### config.mk
export PLATFORM = sky130hd
export DESIGN_NAME = or10_divider_requester_flat
export DESIGN_NICKNAME = d
export VERILOG_FILES = /design/src/rtl/or10_divider_requester_if.sv /design/src/rtl/or10_divider_requester.sv /design/src/flat_wrapper.sv
export SDC_FILE = /design/constraint.sdc
export NUM_CORES = 1
export LEC_CHECK = 0
export BUFFER_PORTS_ARGS = -buffer_cell sky130_fd_sc_hd__buf_2
export CAP_MARGIN = 20
export CORE_ASPECT_RATIO = 0.9
export CORE_MARGIN = 10
export CORE_UTILIZATION = 35
export CTS_CLUSTER_SIZE = 40
export DETAILED_ROUTE_END_ITERATION = 16
export SKIP_LAST_GASP = 1
export SYNTH_ARGS = -nofsm -noshare
export SYNTH_HDL_FRONTEND = slang
export SYNTH_SLANG_ARGS = --single-unit
### constraint.sdc
create_clock -name aclk -period 2.5 [get_ports aclk]
set_input_delay 0.25 -clock aclk [delete_from_list [all_inputs] [get_ports aclk]]
set_output_delay 0.25 -clock aclk [all_outputs]
set_load 0.01 [all_outputs]
### src/rtl/or10_divider_requester_if.sv
// AXI-Stream channels between the OR10 divider requester and the external divider.
// Valid/ready rule for the dividend and divisor channels: a beat transfers on a
// rising edge where tvalid and tready are both high; once tvalid rises it stays
// high with tdata stable until that beat (only reset may retract it), and tready
// may depend on tvalid. The dout channel has no tready: a tvalid cycle is a beat.
interface or10_divider_requester_if;
    logic        m_axis_dividend_tvalid;
    logic        m_axis_dividend_tready;
    logic [39:0] m_axis_dividend_tdata;
    logic        m_axis_divisor_tvalid;
    logic        m_axis_divisor_tready;
    logic [39:0] m_axis_divisor_tdata;
    logic        s_axis_dout_tvalid;
    logic [79:0] s_axis_dout_tdata;

    modport master (
        output m_axis_dividend_tvalid, m_axis_dividend_tdata,
        input  m_axis_dividend_tready,
        output m_axis_divisor_tvalid, m_axis_divisor_tdata,
        input  m_axis_divisor_tready,
        input  s_axis_dout_tvalid, s_axis_dout_tdata
    );

    modport slave (
        input  m_axis_dividend_tvalid, m_axis_dividend_tdata,
        output m_axis_dividend_tready,
        input  m_axis_divisor_tvalid, m_axis_divisor_tdata,
        output m_axis_divisor_tready,
        output s_axis_dout_tvalid, s_axis_dout_tdata
    );
endinterface

### src/rtl/or10_divider_requester.sv
// CPU-side requester for the OR10 external divider: extends the 32-bit operands
// to 40 bits, sends them on two independent AXI-Stream channels, captures the
// 80-bit dout beat and returns quotient/remainder plus status with a done pulse.
module or10_divider_requester #(
    parameter int TIMEOUT_CYCLES = 1024,
    parameter int CNT_W          = 11
) (
    input  logic        aclk,
    input  logic        aresetn,
    input  logic        start,
    input  logic        is_signed,
    input  logic [31:0] dividend,
    input  logic [31:0] divisor,
    input  logic        abort,
    output logic        busy,
    output logic        done,
    output logic [31:0] quotient,
    output logic [31:0] remainder,
    output logic        div_by_zero,
    output logic        overflow,
    output logic        timeout,
    output logic [1:0]  state_dbg,
    or10_divider_requester_if.master axis
);

    typedef enum logic [1:0] {
        S_IDLE   = 2'd0,
        S_SEND   = 2'd1,
        S_WAIT   = 2'd2,
        S_FINISH = 2'd3
    } state_t;

    localparam bit               TO_EN   = (TIMEOUT_CYCLES != 0);
    localparam logic [CNT_W-1:0] TO_LAST = CNT_W'(TIMEOUT_CYCLES - 1);

    state_t      state_q, state_d;
    logic        dvd_valid_q, dvs_valid_q;
    logic [39:0] dvd_data_q, dvs_data_q;
    logic        ovf_q;
    logic        discard_q;
    logic [CNT_W-1:0] cnt_q;

    logic        pending, accept, zero_div, beats_done, capture, timeout_hit, load_res;
    logic [31:0] res_quo, res_rem;
    logic        res_dbz, res_ovf, res_to;

    // A channel is still outstanding after this edge only if it is valid and not accepted.
    assign pending     = dvd_valid_q | dvs_valid_q;
    assign beats_done  = ~(dvd_valid_q & ~axis.m_axis_dividend_tready) &
                         ~(dvs_valid_q & ~axis.m_axis_divisor_tready);
    assign zero_div    = (divisor == 32'd0);
    // A timed-out request may leave channels outstanding; no new request until they drain.
    assign accept      = (state_q == S_IDLE) & start & ~pending;
    assign capture     = axis.s_axis_dout_tvalid &
                         (((state_q == S_SEND) & beats_done) | (state_q == S_WAIT));
    assign timeout_hit = TO_EN & (cnt_q == TO_LAST);

    assign axis.m_axis_dividend_tvalid = dvd_valid_q;
    assign axis.m_axis_dividend_tdata  = dvd_data_q;
    assign axis.m_axis_divisor_tvalid  = dvs_valid_q;
    assign axis.m_axis_divisor_tdata   = dvs_data_q;

    // State register.
    always_ff @(posedge aclk or negedge aresetn) begin
        if (!aresetn) state_q <= S_IDLE;
        else          state_q <= state_d;
    end

    // Next-state logic; a dout beat wins over a simultaneous timeout.
    always_comb begin
        state_d = state_q;
        case (state_q)
            S_IDLE:   if (accept) state_d = zero_div ? S_FINISH : S_SEND;
            S_SEND: begin
                if (capture || timeout_hit) state_d = S_FINISH;
                else if (beats_done)        state_d = S_WAIT;
            end
            S_WAIT:   if (capture || timeout_hit) state_d = S_FINISH;
            S_FINISH: state_d = S_IDLE;
            default:  state_d = S_IDLE;
        endcase
    end

    // Status outputs; abort seen during FINISH also hides the pulse.
    always_comb begin
        busy      = (state_q != S_IDLE) | pending;
        done      = (state_q == S_FINISH) & ~discard_q & ~abort;
        state_dbg = state_q;
    end

    // Result to commit on entry to FINISH: zero divisor, divider beat, or timeout.
    always_comb begin
        res_quo = 32'hDEADF00D;
        res_rem = 32'd0;
        res_dbz = 1'b0;
        res_ovf = 1'b0;
        res_to  = 1'b1;
        if (state_q == S_IDLE) begin
            res_quo = 32'd0;
            res_rem = dividend;
            res_dbz = 1'b1;
            res_to  = 1'b0;
        end else if (capture) begin
            res_quo = ovf_q ? 32'h80000000 : axis.s_axis_dout_tdata[71:40];
            res_rem = ovf_q ? 32'd0 : axis.s_axis_dout_tdata[31:0];
            res_ovf = ovf_q;
            res_to  = 1'b0;
        end
    end

    // Abort alongside start in IDLE never discards the request it starts.
    assign load_res = (state_d == S_FINISH) && (state_q != S_FINISH) &&
                      ((state_q == S_IDLE) || !(discard_q || abort));

    // Channel registers, timeout counter, discard flag and result registers.
    always_ff @(posedge aclk or negedge aresetn) begin
        if (!aresetn) begin
            dvd_valid_q <= 1'b0;
            dvs_valid_q <= 1'b0;
            dvd_data_q  <= '0;
            dvs_data_q  <= '0;
            ovf_q       <= 1'b0;
            discard_q   <= 1'b0;
            cnt_q       <= '0;
            quotient    <= '0;
            remainder   <= '0;
            div_by_zero <= 1'b0;
            overflow    <= 1'b0;
            timeout     <= 1'b0;
        end else begin
            cnt_q <= ((state_q == S_SEND) || (state_q == S_WAIT)) ? cnt_q + CNT_W'(1) : '0;

            if (accept && !zero_div) begin
                dvd_valid_q <= 1'b1;
                dvs_valid_q <= 1'b1;
                dvd_data_q  <= is_signed ? {{8{dividend[31]}}, dividend} : {8'h00, dividend};
                dvs_data_q  <= is_signed ? {{8{divisor[31]}}, divisor} : {8'h00, divisor};
                ovf_q       <= is_signed && (dividend == 32'h80000000) && (divisor == 32'hFFFFFFFF);
            end else begin
                if (dvd_valid_q && axis.m_axis_dividend_tready) dvd_valid_q <= 1'b0;
                if (dvs_valid_q && axis.m_axis_divisor_tready)  dvs_valid_q <= 1'b0;
            end

            if (state_q == S_FINISH)                discard_q <= 1'b0;
            else if (abort && state_q != S_IDLE)    discard_q <= 1'b1;

            if (load_res) begin
                quotient    <= res_quo;
                remainder   <= res_rem;
                div_by_zero <= res_dbz;
                overflow    <= res_ovf;
                timeout     <= res_to;
            end
        end
    end

endmodule

### src/flat_wrapper.sv
// flat-port wrapper written by rule: the top's interface ports become plain ports
module or10_divider_requester_flat 
#(
    parameter int TIMEOUT_CYCLES = 1024,
    parameter int CNT_W          = 11
)
  (aclk, aresetn, start, is_signed, dividend, divisor, abort, busy, done, quotient, remainder, div_by_zero, overflow, timeout, state_dbg, axis_m_axis_dividend_tvalid, axis_m_axis_dividend_tdata, axis_m_axis_dividend_tready, axis_m_axis_divisor_tvalid, axis_m_axis_divisor_tdata, axis_m_axis_divisor_tready, axis_s_axis_dout_tvalid, axis_s_axis_dout_tdata);
  or10_divider_requester_if axis_i ();
  input  logic aclk;
  input  logic aresetn;
  input  logic start;
  input  logic is_signed;
  input  logic [31:0] dividend;
  input  logic [31:0] divisor;
  input  logic abort;
  output logic busy;
  output logic done;
  output logic [31:0] quotient;
  output logic [31:0] remainder;
  output logic div_by_zero;
  output logic overflow;
  output logic timeout;
  output logic [1:0] state_dbg;
  output wire logic [$bits(axis_i.m_axis_dividend_tvalid)-1:0] axis_m_axis_dividend_tvalid;
  output wire logic [$bits(axis_i.m_axis_dividend_tdata)-1:0] axis_m_axis_dividend_tdata;
  input wire logic [$bits(axis_i.m_axis_dividend_tready)-1:0] axis_m_axis_dividend_tready;
  output wire logic [$bits(axis_i.m_axis_divisor_tvalid)-1:0] axis_m_axis_divisor_tvalid;
  output wire logic [$bits(axis_i.m_axis_divisor_tdata)-1:0] axis_m_axis_divisor_tdata;
  input wire logic [$bits(axis_i.m_axis_divisor_tready)-1:0] axis_m_axis_divisor_tready;
  input wire logic [$bits(axis_i.s_axis_dout_tvalid)-1:0] axis_s_axis_dout_tvalid;
  input wire logic [$bits(axis_i.s_axis_dout_tdata)-1:0] axis_s_axis_dout_tdata;
  assign axis_m_axis_dividend_tvalid = axis_i.m_axis_dividend_tvalid;
  assign axis_m_axis_dividend_tdata = axis_i.m_axis_dividend_tdata;
  assign axis_i.m_axis_dividend_tready = axis_m_axis_dividend_tready;
  assign axis_m_axis_divisor_tvalid = axis_i.m_axis_divisor_tvalid;
  assign axis_m_axis_divisor_tdata = axis_i.m_axis_divisor_tdata;
  assign axis_i.m_axis_divisor_tready = axis_m_axis_divisor_tready;
  assign axis_i.s_axis_dout_tvalid = axis_s_axis_dout_tvalid;
  assign axis_i.s_axis_dout_tdata = axis_s_axis_dout_tdata;
  or10_divider_requester #(.TIMEOUT_CYCLES(TIMEOUT_CYCLES), .CNT_W(CNT_W)) u_core (.aclk(aclk), .aresetn(aresetn), .start(start), .is_signed(is_signed), .dividend(dividend), .divisor(divisor), .abort(abort), .busy(busy), .done(done), .quotient(quotient), .remainder(remainder), .div_by_zero(div_by_zero), .overflow(overflow), .timeout(timeout), .state_dbg(state_dbg), .axis(axis_i));
endmodule
# After elaboration in Yosys (flattened, before gate mapping)
# Cells that the tools add are included.
# W data, S select, Z words.
dict set report word_totals {
  reg_bits 164
  latchBits 0
  ram_bits 0
  rom_bits 0
  inputBits 152
  out_inout_bits 153
  wordCells 87
  memories 0
}
dict set report op_classes {
  add_sub_neg 1
  mul 0
  n_div 0
  magnitude_cmp 0
  eq_ne 8
  shift 0
  mux 26
  bitwise 19
  n_reduce_logical 20
}
# op count
set ops {}
lappend ops {{$mux W32} 6}
lappend ops {{$mux W40} 2}
lappend ops {{$eq A32 B32 Y1 const B} 2}
lappend ops {{$logic_not A32 Y1} 1}
lappend ops {{$add A11 B1 Y11 const B} 1}
lappend ops {{$eq A11 B10 Y1 const B} 1}
lappend ops {{$mux W1} 11}
lappend ops {{$mux W11} 1}
lappend ops {{$mux W2} 5}
lappend ops {{$and A1 B1 Y1} 9}
lappend ops {{$logic_and A1 B1 Y1} 8}
lappend ops {{$pmux W2 S4} 1}
lappend ops {{$reduce_bool A2 Y1} 4}
lappend ops {{$not A1 Y1} 7}
lappend ops {{$eq A2 B2 Y1 const B} 3}
lappend ops {{$logic_or A1 B1 Y1} 4}
lappend ops {{$or A1 B1 Y1} 3}
lappend ops {{$eq A2 B1 Y1 const B} 1}
lappend ops {{$logic_not A1 Y1} 2}
lappend ops {{$logic_not A2 Y1} 1}
lappend ops {{$ne A2 B2 Y1 const B} 1}

# Depth between registers and ports, before layout
# Gate-level depths: netlist of run 1.
dict set report depth {
  ltp_word 13
  depth_mapped 10
}

# Worst setup path after synthesis of run 1
# No wires, ideal clock.
dict set report synth_path {
  kind {register to register}
  startpoint {register u_core.state_q[0] (netlist: u_core.state_dbg[0])}
  endpoint {register u_core.overflow}
  setup_ps 125
  t_arrival_ps 2218
  t_required_ps 2375
  slack_ps 157
  stages_incl_launch_ff 11
  n_path_buf 3
  period_less_slack_ps 2343
  cell_sequence {dfrtp_1 -> inv_1 -> ha_1 -> buf_2 -> clkbuf_1 -> nor2_1 -> nor2_1 -> o31ai_4 -> a21oi_4 -> buf_6 -> mux2_4}
}
dict set report synth_via {
  elab_chain_len 10
  elab_cells_between_ends 22
  classes_between {eq/ne (5); mux (7); bitwise (5); reduce/logical (5)}
}
# item line_no
set synth_lines {}
lappend synth_lines {{start: declaration} or10_divider_requester.sv:36} ;# state_t state_q, state_d;
lappend synth_lines {{start signal: assignment} or10_divider_requester.sv:66} ;# else state_q <= state_d;
lappend synth_lines {{$eq A2 B1 Y1} {or10_divider_requester.sv:55, or10_divider_requester.sv:72}}
lappend synth_lines {{$and A1 B1 Y1} or10_divider_requester.sv:55} ;# (((state_q == S_SEND) & beats_done) | (state_q == S_WAIT));
lappend synth_lines {{$or A1 B1 Y1} or10_divider_requester.sv:55}
lappend synth_lines {{$and A1 B1 Y1} or10_divider_requester.sv:54} ;# assign capture = axis.s_axis_dout_tvalid &
lappend synth_lines {{$logic_or A1 B1 Y1} {or10_divider_requester.sv:75, or10_divider_requester.sv:78}}
lappend synth_lines {{$mux W2 (on tied branches)} {or10_divider_requester.sv:78, or10_divider_requester.sv:75}}
lappend synth_lines {{$pmux W2 S4} or10_divider_requester.sv:72} ;# case (state_q)
lappend synth_lines {{$eq A2 B2 Y1} or10_divider_requester.sv:112} ;# assign load_res = (state_d == S_FINISH) && (state_q != S_FINISH) &&
lappend synth_lines {{$logic_and A1 B1 Y1 (2 in series)} or10_divider_requester.sv:112}
lappend synth_lines {{end signal: assignment} or10_divider_requester.sv:151} ;# overflow <= res_ovf;
lappend synth_lines {{end: declaration} or10_divider_requester.sv:20} ;# output logic overflow,
# Parallel ways exist; a longest one is shown, timed or not.
# A chain may end at the register's enable or synchronous reset.

# Worst setup path after layout of run 1
dict set report layout_path {
  startpoint {register u_core.state_q[0] (netlist: u_core.state_dbg[0])}
  endpoint {register u_core.remainder[8]}
}
dict set report layout_via {
  elab_chain_len 10
  elab_cells_between_ends 22
  classes_between {eq/ne (5); mux (7); bitwise (5); reduce/logical (5)}
}
# item line_no
set layout_lines {}
lappend layout_lines {{$eq A2 B1 Y1} {or10_divider_requester.sv:55, or10_divider_requester.sv:72}}
lappend layout_lines {{$and A1 B1 Y1} or10_divider_requester.sv:55}
lappend layout_lines {{$or A1 B1 Y1} or10_divider_requester.sv:55}
lappend layout_lines {{$and A1 B1 Y1} or10_divider_requester.sv:54}
lappend layout_lines {{$logic_or A1 B1 Y1} {or10_divider_requester.sv:75, or10_divider_requester.sv:78}}
lappend layout_lines {{$mux W2 (on tied branches)} {or10_divider_requester.sv:78, or10_divider_requester.sv:75}}
lappend layout_lines {{$pmux W2 S4} or10_divider_requester.sv:72}
lappend layout_lines {{$eq A2 B2 Y1} or10_divider_requester.sv:112}
lappend layout_lines {{$logic_and A1 B1 Y1 (2 in series)} or10_divider_requester.sv:112}
lappend layout_lines {{end signal: assignment} or10_divider_requester.sv:149} ;# remainder <= res_rem;
lappend layout_lines {{end: declaration} or10_divider_requester.sv:18} ;# output logic [31:0] remainder,
# Parallel ways exist; a longest one is shown, timed or not.

==> results of run 1 <==
[kinds of logic (layout without fill, tap and decap cells)]
kind of cell,after synthesis,count (layout),synth area share (%)
xor gates and xnor gates,8,8,1.013
DFF,150,150,54.24
adders and majority gates,5,5,0.9040
and+or+nand+nor,108,108,9.239
muxes,116,116,21.59
buffers and inverters,46,355,3.959
AOI/OAI and AO/OA,82,82,9.058
[report_power, final]
part / switching (mW) / total, mW / internal, mW
Clock: 1.17 / 2.61 / 1.44
Combinational: 2.66 / 5.52 / 2.85
Sequential: 0.543 / 4.01 / 3.46
Total: 4.38 / 12.1 / 7.75
[final cells by class]
type                    instances  area, um2
fillers                      1745       9884
flip-flops and latches        150       3754
multi-input cells             319       2923
repair buffers                320       1790
clock buffers                  17      425.4
well taps                     250      312.8
clock inverters                15      177.7
inverters                       3      11.26
[layer usage]
layer	track usage, %	wire (um)	share of wire [%]
met2	26.95	10510	47
met1	19.52	8859	40
met5	0	21	0.095
met4	4.722	273	1.2
met3	8.741	2508	11
[state kept, by name, summed over array words and instances, names as in the netlist]
register and cells:
u_core.ovf_q 1, u_core.discard_q 1, u_core.remainder 32, u_core.state_dbg 2, u_core.quotient 32, u_core.axis.m_axis_divisor_tdata 33
u_core.cnt_q 11, u_core.overflow 1, u_core.timeout 1, u_core.div_by_zero 1, u_core.axis.m_axis_divisor_tvalid 1, u_core.axis.m_axis_dividend_tdata 33
u_core.axis.m_axis_dividend_tvalid 1
[how the worst max path moves through the flow]
stage | startpoint | end | cells past startpoint
floorplan | u_core.state_dbg[0] | u_core.overflow | 10
global placement | u_core.state_dbg[0] | u_core.remainder[6] | 10
detailed placement | u_core.state_dbg[0] | u_core.remainder[31] | 10
CTS | u_core.state_dbg[0] | u_core.remainder[31] | 10
global route | u_core.cnt_q[1] | u_core.remainder[8] | 9
finish | u_core.state_dbg[0] | u_core.remainder[8] | 9
[synthesized netlist by cell type (all sizes together), types with 8 or more instances]
cell type | n | share of area (%)
and2 | 11 | 0.99
dfrtp | 150 | 54
mux2 | 116 | 22
nor2 | 9 | 0.49
o21ai | 8 | 0.58
nand2 | 14 | 0.76
buf | 28 | 3.0
clkbuf | 15 | 0.81
a21oi | 21 | 1.7
nand4 | 10 | 0.90
a22o | 46 | 5.8
nand2b | 20 | 1.8
nor4 | 17 | 1.5
[metrics by stage]
step / instance area, um2 / util, % / total power [mW] / hold slack (ns)
final: 9394 / 48.73 / 12.13 / 0.04349
after floorplan: 6920 / - / 7.381 / -0.04559
after CTS: 9383 / 48.67 / 12.30 / 0.02055
after global routing: 9394 / 48.73 / 12.92 / 0.03025
after global placement: 8770 / 45.49 / 9.535 / 0.1807
after detailed placement: 8770 / 45.49 / 9.623 / 0.1843
[timing repair]
action,CTS,global route
hold buffers,1,0
endpoints found under the setup margin,0,66
gates resized for setup,0,2
endpoints found under the hold margin,37,0
==> flow_summary.ini, run 1 <==
[status]
run_status = finished, final reports clean

[clock_tree]
clk_transition_reported_paths_ns = 0.07
root_buffer = sky130_fd_sc_hd__clkbuf_16
cts.sink_count = 150
cts_htree_levels = 4
clk_path_buf_depth = 2
worst_skew_pair.late_latency_ns = 0.43
post-cts-setup-buffers = 0
tritoncts.num_buffers = 17
clock_tree_from_tritoncts = done

[logic_synthesis]
post_synth_num_cell_types = 39
synth.yosys.warnings = 0
synth-seq-area-share_pct = 54.24
synth_seq_cells = 150
synthesis.area_um2 = 6920
synth_top_flop_cell = sky130_fd_sc_hd__dfrtp_1
synthesized_nets = 672
synth_cells = 515
synth-edff-count = 0
async_reset_ff_share_pct = 100.0
synthesis.area_per_instance_um2 = 13.44

[die]
floorplan.die.height_um = 153.4
floorplan.core_area_um2 = 19280
fp.dieW_um = 168.2
floorplan.die_area_um2 = 25800
starting_density_of_the_core_pct = 35.90
design.portCount = 305
fp-row-count = 48

[worst_hold_path]
min_to = u_core.quotient[1]
hold_class = in2reg
hp-start = axis_s_axis_dout_tdata[41]
holdPathStages = 2

[placement]
placement.io_buffers = 288
gpl.final_weighted_congestion = 0.7844
placedCellCount = 1041
place_ws_ns = 0.04032
place_hpwl_um = 17210

[setup_path]
reg_to_reg_setup_timing_slack_ns = 0.14
regToRegStartpoint = u_core.state_dbg[0]
critical_path.max_stage_delay_ns = 0.41
cp_max_fo = 6
critPathLaunchType = flop
worstSetupPathType = reg2reg
timing.critical_path.arrival_ns = 2.65
series_of_cell_instances_along_the_critical_path = inv_1 -> ha_1 -> nor2_1 -> nor4b_4 -> o31ai_4 -> a21oi_4 -> buf_12 -> buf_4 -> mux2_4
crit_family = simple AND/OR/NAND/NOR gates
reg2reg_to = u_core.remainder[8]
timing.critical_path.buf_inv = 3
critical_path.slowest_cell = sky130_fd_sc_hd__dfrtp_1
r2r.worst_path.cells = 9
cp.required_ns = 2.80
worstSetupEndpointType = flop

[routing]
drt_wl_total_um = 22180
drt.antenna.violating_nets = 0
vias = 5215
route.detailed.vias_per_inst = 4.856
drt-pass1-iter-count = 4
initialDrtViolationCount = 208
detail_route.wl_per_cell_um = 20.65
detail_route.drc_violations = 0

[final_layout]
final_non_filler_cells = 1074
areaGrowthSynthToFinish_pct = 35.74
num_antenna_cells = 0
most-common-layout-cells = sky130_fd_sc_hd__buf_2, sky130_fd_sc_hd__dfrtp_1, sky130_fd_sc_hd__mux2_2, sky130_fd_sc_hd__mux2_4, sky130_fd_sc_hd__a22o_1
finalNetCount = 968
final_common_cell = sky130_fd_sc_hd__buf_2
final_layout_size_suffix_gt1_share_pct = 57.77

[sta]
setup_viol = 0
slew_headroom_pct = 63.51
setup_tns_after_final_layout_ns = 0
finalMaxSlewViolations = 0
report.final.hold_viol_count = 0
skew_ns = 0.01938
final.setup.worst_slack_ns = 0.1442
maxClockFrequency_mhz = 424.5
timing.final.crit_share_pct = 94.23
tightest_slew_ns = 0.5424
min_period_ns = 2.356

[pwr]
power_per_cell_area_nw_per_um2 = 1291
power.static_leakage_nw = 4.723
ir_worst_vdd_uv = 587.7

[global_routing]
grt_first_pass_wirelength_um = 34430
overall_track_demand_over_capacity_in_global_routing_pct = 16.93
first_global_vias = 5741
grt_start_max_net_pins = 58
antenna_found_initial = 2
grt_overflow = 0

[run]
timing.max_cap.violations = 0
No activity file was read; power rests on OpenSTA's default activity.
==> run 2: changes to the inputs <==
CORE_MARGIN = 3   (was 10)
RECOVER_POWER = 100   (was default)
TNS_END_PERCENT = 20   (was default)
==> flow_summary.ini, run 2 (synthesis results as in run 1) <==
[routing]
drt-pass1-iter-count = 4
drt_wl_total_um = 20150
initialDrtViolationCount = 168
route.detailed.vias_per_inst = 4.937
detail_route.drc_violations = 0
detail_route.wl_per_cell_um = 18.83
drt.antenna.violating_nets = 0
vias = 5283

[pwr]
switching_share_pct = 34.99
power.static_leakage_nw = 4.703
share_comb_of_total_power_pct = 44.4
cell_internal_pwr_mw = 7.878
ir_worst_vdd_uv = 611.2
share_clk_of_total_power_pct = 22.4
power.sequential.fraction_pct = 33.2
power_per_cell_area_nw_per_um2 = 1293
netSwitchingPower_mw = 4.239

[sta]
grt_setup_unrepaired = yes
tightest_slew_ns = 1.633
setup_viol = 0
slew_headroom_pct = -8.846
setup_tns_after_final_layout_ns = 0
maxClockFrequency_mhz = 416.8
finalMaxSlewViolations = 62
skew_ns = 0.01308
whs_ns = 0.04350
report.final.hold_viol_count = 0
timing.final.crit_share_pct = 95.97
min_period_ns = 2.399

[setup_path]
critPathLaunchType = flop
timing.critical_path.arrival_ns = 2.70
worst_path_most_repeated_cell = sky130_fd_sc_hd__buf_12
worstSetupEndpointType = flop
cp_max_fo = 20
cp.required_ns = 2.80
series_of_cell_instances_along_the_critical_path = inv_1 -> ha_1 -> nor2_1 -> nor4b_4 -> buf_4 -> o31ai_4 -> a21oi_4 -> buf_12 -> buf_12 -> mux2_2
critical_path.slowest_cell = sky130_fd_sc_hd__dfrtp_1
worstSetupPathType = reg2reg
critical_path.max_stage_delay_ns = 0.43

[global_routing]
antenna_found_initial = 2
grt_first_pass_wirelength_um = 31960
first_global_vias = 5599
grt_overflow = 0
overall_track_demand_over_capacity_in_global_routing_pct = 18.84
grt_start_max_net_pins = 63

[clock_tree]
cts_htree_levels = 4
cts.sink_count = 150
root_buffer = sky130_fd_sc_hd__clkbuf_16
clock_tree_from_tritoncts = done
clk_path_buf_depth = 2
worst_skew_pair.late_latency_ns = 0.43
clk_transition_reported_paths_ns = 0.07
tritoncts.num_buffers = 17

[die]
fp-row-count = 48
floorplan.die_area_um2 = 21500
design.portCount = 305
fp.dieW_um = 154.2
floorplan.die.height_um = 139.4
starting_density_of_the_core_pct = 35.90
floorplan.core_area_um2 = 19280

[status]
run_status = complete, but fails checks
failed_checks = capacitance limit, slew limit

[final_layout]
most-common-layout-cells = sky130_fd_sc_hd__buf_2, sky130_fd_sc_hd__dfrtp_1, sky130_fd_sc_hd__mux2_2, sky130_fd_sc_hd__mux2_4, sky130_fd_sc_hd__a22o_1
num_antenna_cells = 0
final_common_cell = sky130_fd_sc_hd__buf_2
finalNetCount = 965
areaGrowthSynthToFinish_pct = 35.42
final_layout_size_suffix_gt1_share_pct = 57.68

[worst_hold_path]
hold_class = in2reg

[placement]
placement.io_buffers = 288
place_hpwl_um = 14920
gpl.final_weighted_congestion = 0.7865

[run]
timing.max_cap.violations = 1
run 2: critical path, delay by kind of cell, from the launching register on:
kind / cells / cell delay [ns]
buf+inv: 4 / 0.65
simple gates: 2 / 0.34
flops: 1 / 0.43
mux: 1 / 0.35
fa+ha+maj: 1 / 0.26
compound gates: 2 / 0.24
run 2: worst paths after layout:
kind	startpoint	end	slack [ns]	depth (start not counted)
max	u_core.state_dbg[1]	u_core.quotient[31]	0.10	10
min	axis_s_axis_dout_tdata[64]	u_core.quotient[24]	0.04	2
max reg2reg	u_core.state_dbg[1]	u_core.quotient[31]	0.10	10
min reg2reg	u_core.discard_q	u_core.discard_q	0.50	2
max in group asynchronous	aresetn	u_core.axis.m_axis_divisor_tdata[9]	0.54	3
min in group asynchronous	aresetn	u_core.axis.m_axis_divisor_tdata[6]	0.77	2
run 2: final cells by class:
cell class,count,area [um2]
tap,250,312.8
multi-input combinational,319,2928
clock buffer,17,425.4
inverter,3,11.26
sequential,150,3754
clock inverter,14,188.9
timing repair buffer,317,1752
fill,1821,9907
run 2: repair_timing:
| item | 4_1_cts | 5_1_grt |
|---|---|---|
| resized for setup | 0 | 5 |
| hold buffers | 1 | 0 |
| buffers inserted | 0 | 2 |
| endpoints found under the hold margin | 58 | 0 |
| endpoints found under the setup margin | 0 | 66 |
run 2: power by group through the flow:
stage	Combinational, mW	Sequential, mW	Clock [mW]
final	5.38	4.02	2.71
after global routing	5.83	4.17	2.89
after CTS	5.37	4.02	2.78
after detailed placement	5.37	4.04	0
after global placement	5.29	4.02	0
after floorplan	2.89	4.49	0
run 2: routing by layer:
metal  share of wire, %  vias up  GRT usage [%]
met5               0.13        -              0
met1                 43     2604          24.27
met3                7.0       38          6.157
met4                2.9        4          7.203
met2                 47      187          29.62
li1                   -     2450              -
run 2: through the flow:
| stage | setup WS, ns | util, % | instance area (um2) | total power [mW] | cells |
|---|---|---|---|---|---|
| after global routing | -0.02198 | 48.61 | 9371 | 12.89 | 1070 |
| final | 0.1009 | 48.61 | 9371 | 12.12 | 1070 |
| after global placement | 0.06045 | 45.06 | 8687 | 9.314 | 1035 |
| after detailed placement | 0.03156 | 45.06 | 8687 | 9.405 | 1035 |
| after floorplan | 0.1567 | - | 6920 | 7.381 | 515 |
| after CTS | 0.02573 | 48.30 | 9311 | 12.18 | 1067 |
==> run 3: changes to the inputs <==
clock period = 2.1 ns   (was 2.5 ns; I/O delays follow)
==> flow_summary.ini, run 3 (synthesis results as in run 1) <==
[sta]
tightest_slew_ns = 1.313
maxClockFrequency_mhz = 443.1
setup_viol = 101
timing.final.crit_share_pct = 107.5
whs_ns = 0.02467
finalMaxSlewViolations = 0
grt_setup_unrepaired = yes
slew_headroom_pct = 12.44
skew_ns = 0.01326
report.final.hold_viol_count = 0
final.setup.worst_slack_ns = -0.1568
setup_tns_after_final_layout_ns = -9.039
min_period_ns = 2.257

[placement]
place_hpwl_um = 15600
placement.io_buffers = 288
gpl.final_weighted_congestion = 0.8380
placedInstanceArea_um2 = 9135
place_ws_ns = -0.2400

[pwr]
cell_internal_pwr_mw = 8.938
share_clk_of_total_power_pct = 20.5
netSwitchingPower_mw = 5.191
power_per_cell_area_nw_per_um2 = 1466
share_comb_of_total_power_pct = 45.4
power.static_leakage_nw = 4.483
power.sequential.fraction_pct = 34.2
switching_share_pct = 36.74
ir_worst_vdd_uv = 539.2

[setup_path]
r2r.worst_path.cells = 10
reg_to_reg_setup_timing_slack_ns = -0.16
critPathLaunchType = flop
reg2reg_to = u_core.remainder[5]
worstSetupEndpointType = flop
timing.critical_path.arrival_ns = 2.55
cp_max_fo = 15
worstSetupPathType = reg2reg
cp.required_ns = 2.39
regToRegStartpoint = u_core.cnt_q[1]

[clock_tree]
tritoncts.num_buffers = 17
worst_skew_pair.late_latency_ns = 0.42
cts_htree_levels = 4
clock_tree_from_tritoncts = done
clk_transition_reported_paths_ns = 0.07
root_buffer = sky130_fd_sc_hd__clkbuf_16
clk_path_buf_depth = 2
cts.sink_count = 150

[global_routing]
antenna_found_initial = 0
grt_overflow = 0
grt_start_max_net_pins = 52
first_global_vias = 5863
grt_first_pass_wirelength_um = 32750
overall_track_demand_over_capacity_in_global_routing_pct = 19.30

[final_layout]
utilization_pct = 49.98
final_layout_size_suffix_gt1_share_pct = 43.08
finalNetCount = 1026
num_antenna_cells = 0
final_design_area_no_fill_um2 = 9635
areaGrowthSynthToFinish_pct = 39.23
fillerInstances = 1851
multiInputGateArea_um2 = 2955
most-common-layout-cells = sky130_fd_sc_hd__clkbuf_1, sky130_fd_sc_hd__dfrtp_1, sky130_fd_sc_hd__buf_2, sky130_fd_sc_hd__mux2_2, sky130_fd_sc_hd__buf_4
final_common_cell = sky130_fd_sc_hd__clkbuf_1
register_area_um2 = 3756

[routing]
drt-pass1-iter-count = 4
route.detailed.vias_per_inst = 4.955
initialDrtViolationCount = 254
detail_route.drc_violations = 0
vias = 5609
drt_wl_total_um = 21090
detail_route.wl_per_cell_um = 18.63
drt.antenna.violating_nets = 0

[status]
failed_checks = setup timing
run_status = complete, but fails checks

[die]
floorplan.die.height_um = 139.4
floorplan.core_area_um2 = 19280
fp.dieW_um = 154.2
fp-row-count = 48
floorplan.die_area_um2 = 21500
design.portCount = 305
starting_density_of_the_core_pct = 35.90

[worst_hold_path]
holdPathStages = 2
hold_class = in2reg
hp-start = axis_s_axis_dout_tdata[51]
min_to = u_core.quotient[11]

[run]
timing.max_cap.violations = 0
-- run 3: through the flow --
stage | cells | power (mW)
after floorplan | 515 | 8.833
after global placement | 1086 | 11.46
after detailed placement | 1086 | 11.57
after CTS | 1131 | 14.56
after global routing | 1132 | 15.01
final | 1132 | 14.13
-- run 3: final cells by class --
class / count / area share, %
Clock buffer: 18 / 4.558
Clock inverter: 14 / 1.221
Inverter: 3 / 0.1169
Multi-Input combinational cell: 319 / 30.67
Sequential cell: 150 / 38.98
Tap cell: 250 / 3.246
Timing Repair Buffer: 378 / 21.21
-- run 3: critical path, stage by stage, from the launching register on --
cell	delay, ns
sky130_fd_sc_hd__dfrtp_1	0.38
sky130_fd_sc_hd__ha_1	0.21
sky130_fd_sc_hd__and2_1	0.14
sky130_fd_sc_hd__and4_4	0.15
sky130_fd_sc_hd__nor4b_4	0.12
sky130_fd_sc_hd__buf_4	0.16
sky130_fd_sc_hd__nor3b_4	0.23
sky130_fd_sc_hd__a21oi_4	0.09
sky130_fd_sc_hd__buf_12	0.17
sky130_fd_sc_hd__buf_16	0.16
sky130_fd_sc_hd__mux2_4	0.30
-- run 3: routing by layer --
metal	share of wire (%)	global-route usage (%)	vias to the layer above
met4	2.7	7.203	0
li1	-	-	2581
met2	47	31.07	246
met5	0	0	-
met3	7.2	5.037	38
met1	43	25.13	2744
-- run 3: how the worst max path moves through the flow --
stage	start	endpoint	slack, ns	cells after the start
after global placement	divisor[2]	u_core.remainder[5]	-0.28	11
after floorplan	u_core.cnt_q[0]	u_core.overflow	-0.09	8
final	u_core.cnt_q[1]	u_core.remainder[5]	-0.16	10
after detailed placement	divisor[2]	u_core.remainder[21]	-0.24	11
after CTS	u_core.cnt_q[1]	u_core.remainder[6]	-0.22	9
after global routing	u_core.state_dbg[0]	u_core.remainder[19]	-0.27	11
-- run 3: power by group through the flow --
stage	clock, mW	sequential (mW)	combinational, mW
after floorplan	0	5.35	3.48
after CTS	2.98	4.79	6.78
final	2.89	4.83	6.41
after detailed placement	0	4.81	6.75
after global routing	3.10	4.98	6.93
after global placement	0	4.81	6.64
-- run 3: timing repair --
action                                  in CTS  in global routing
resized for setup                            1                  7
pin swaps                                    0                  1
endpoints found under the setup margin      67                 68
hold buffers                                13                  0
endpoints found under the hold margin       60                  0
setup buffers                                0                  1
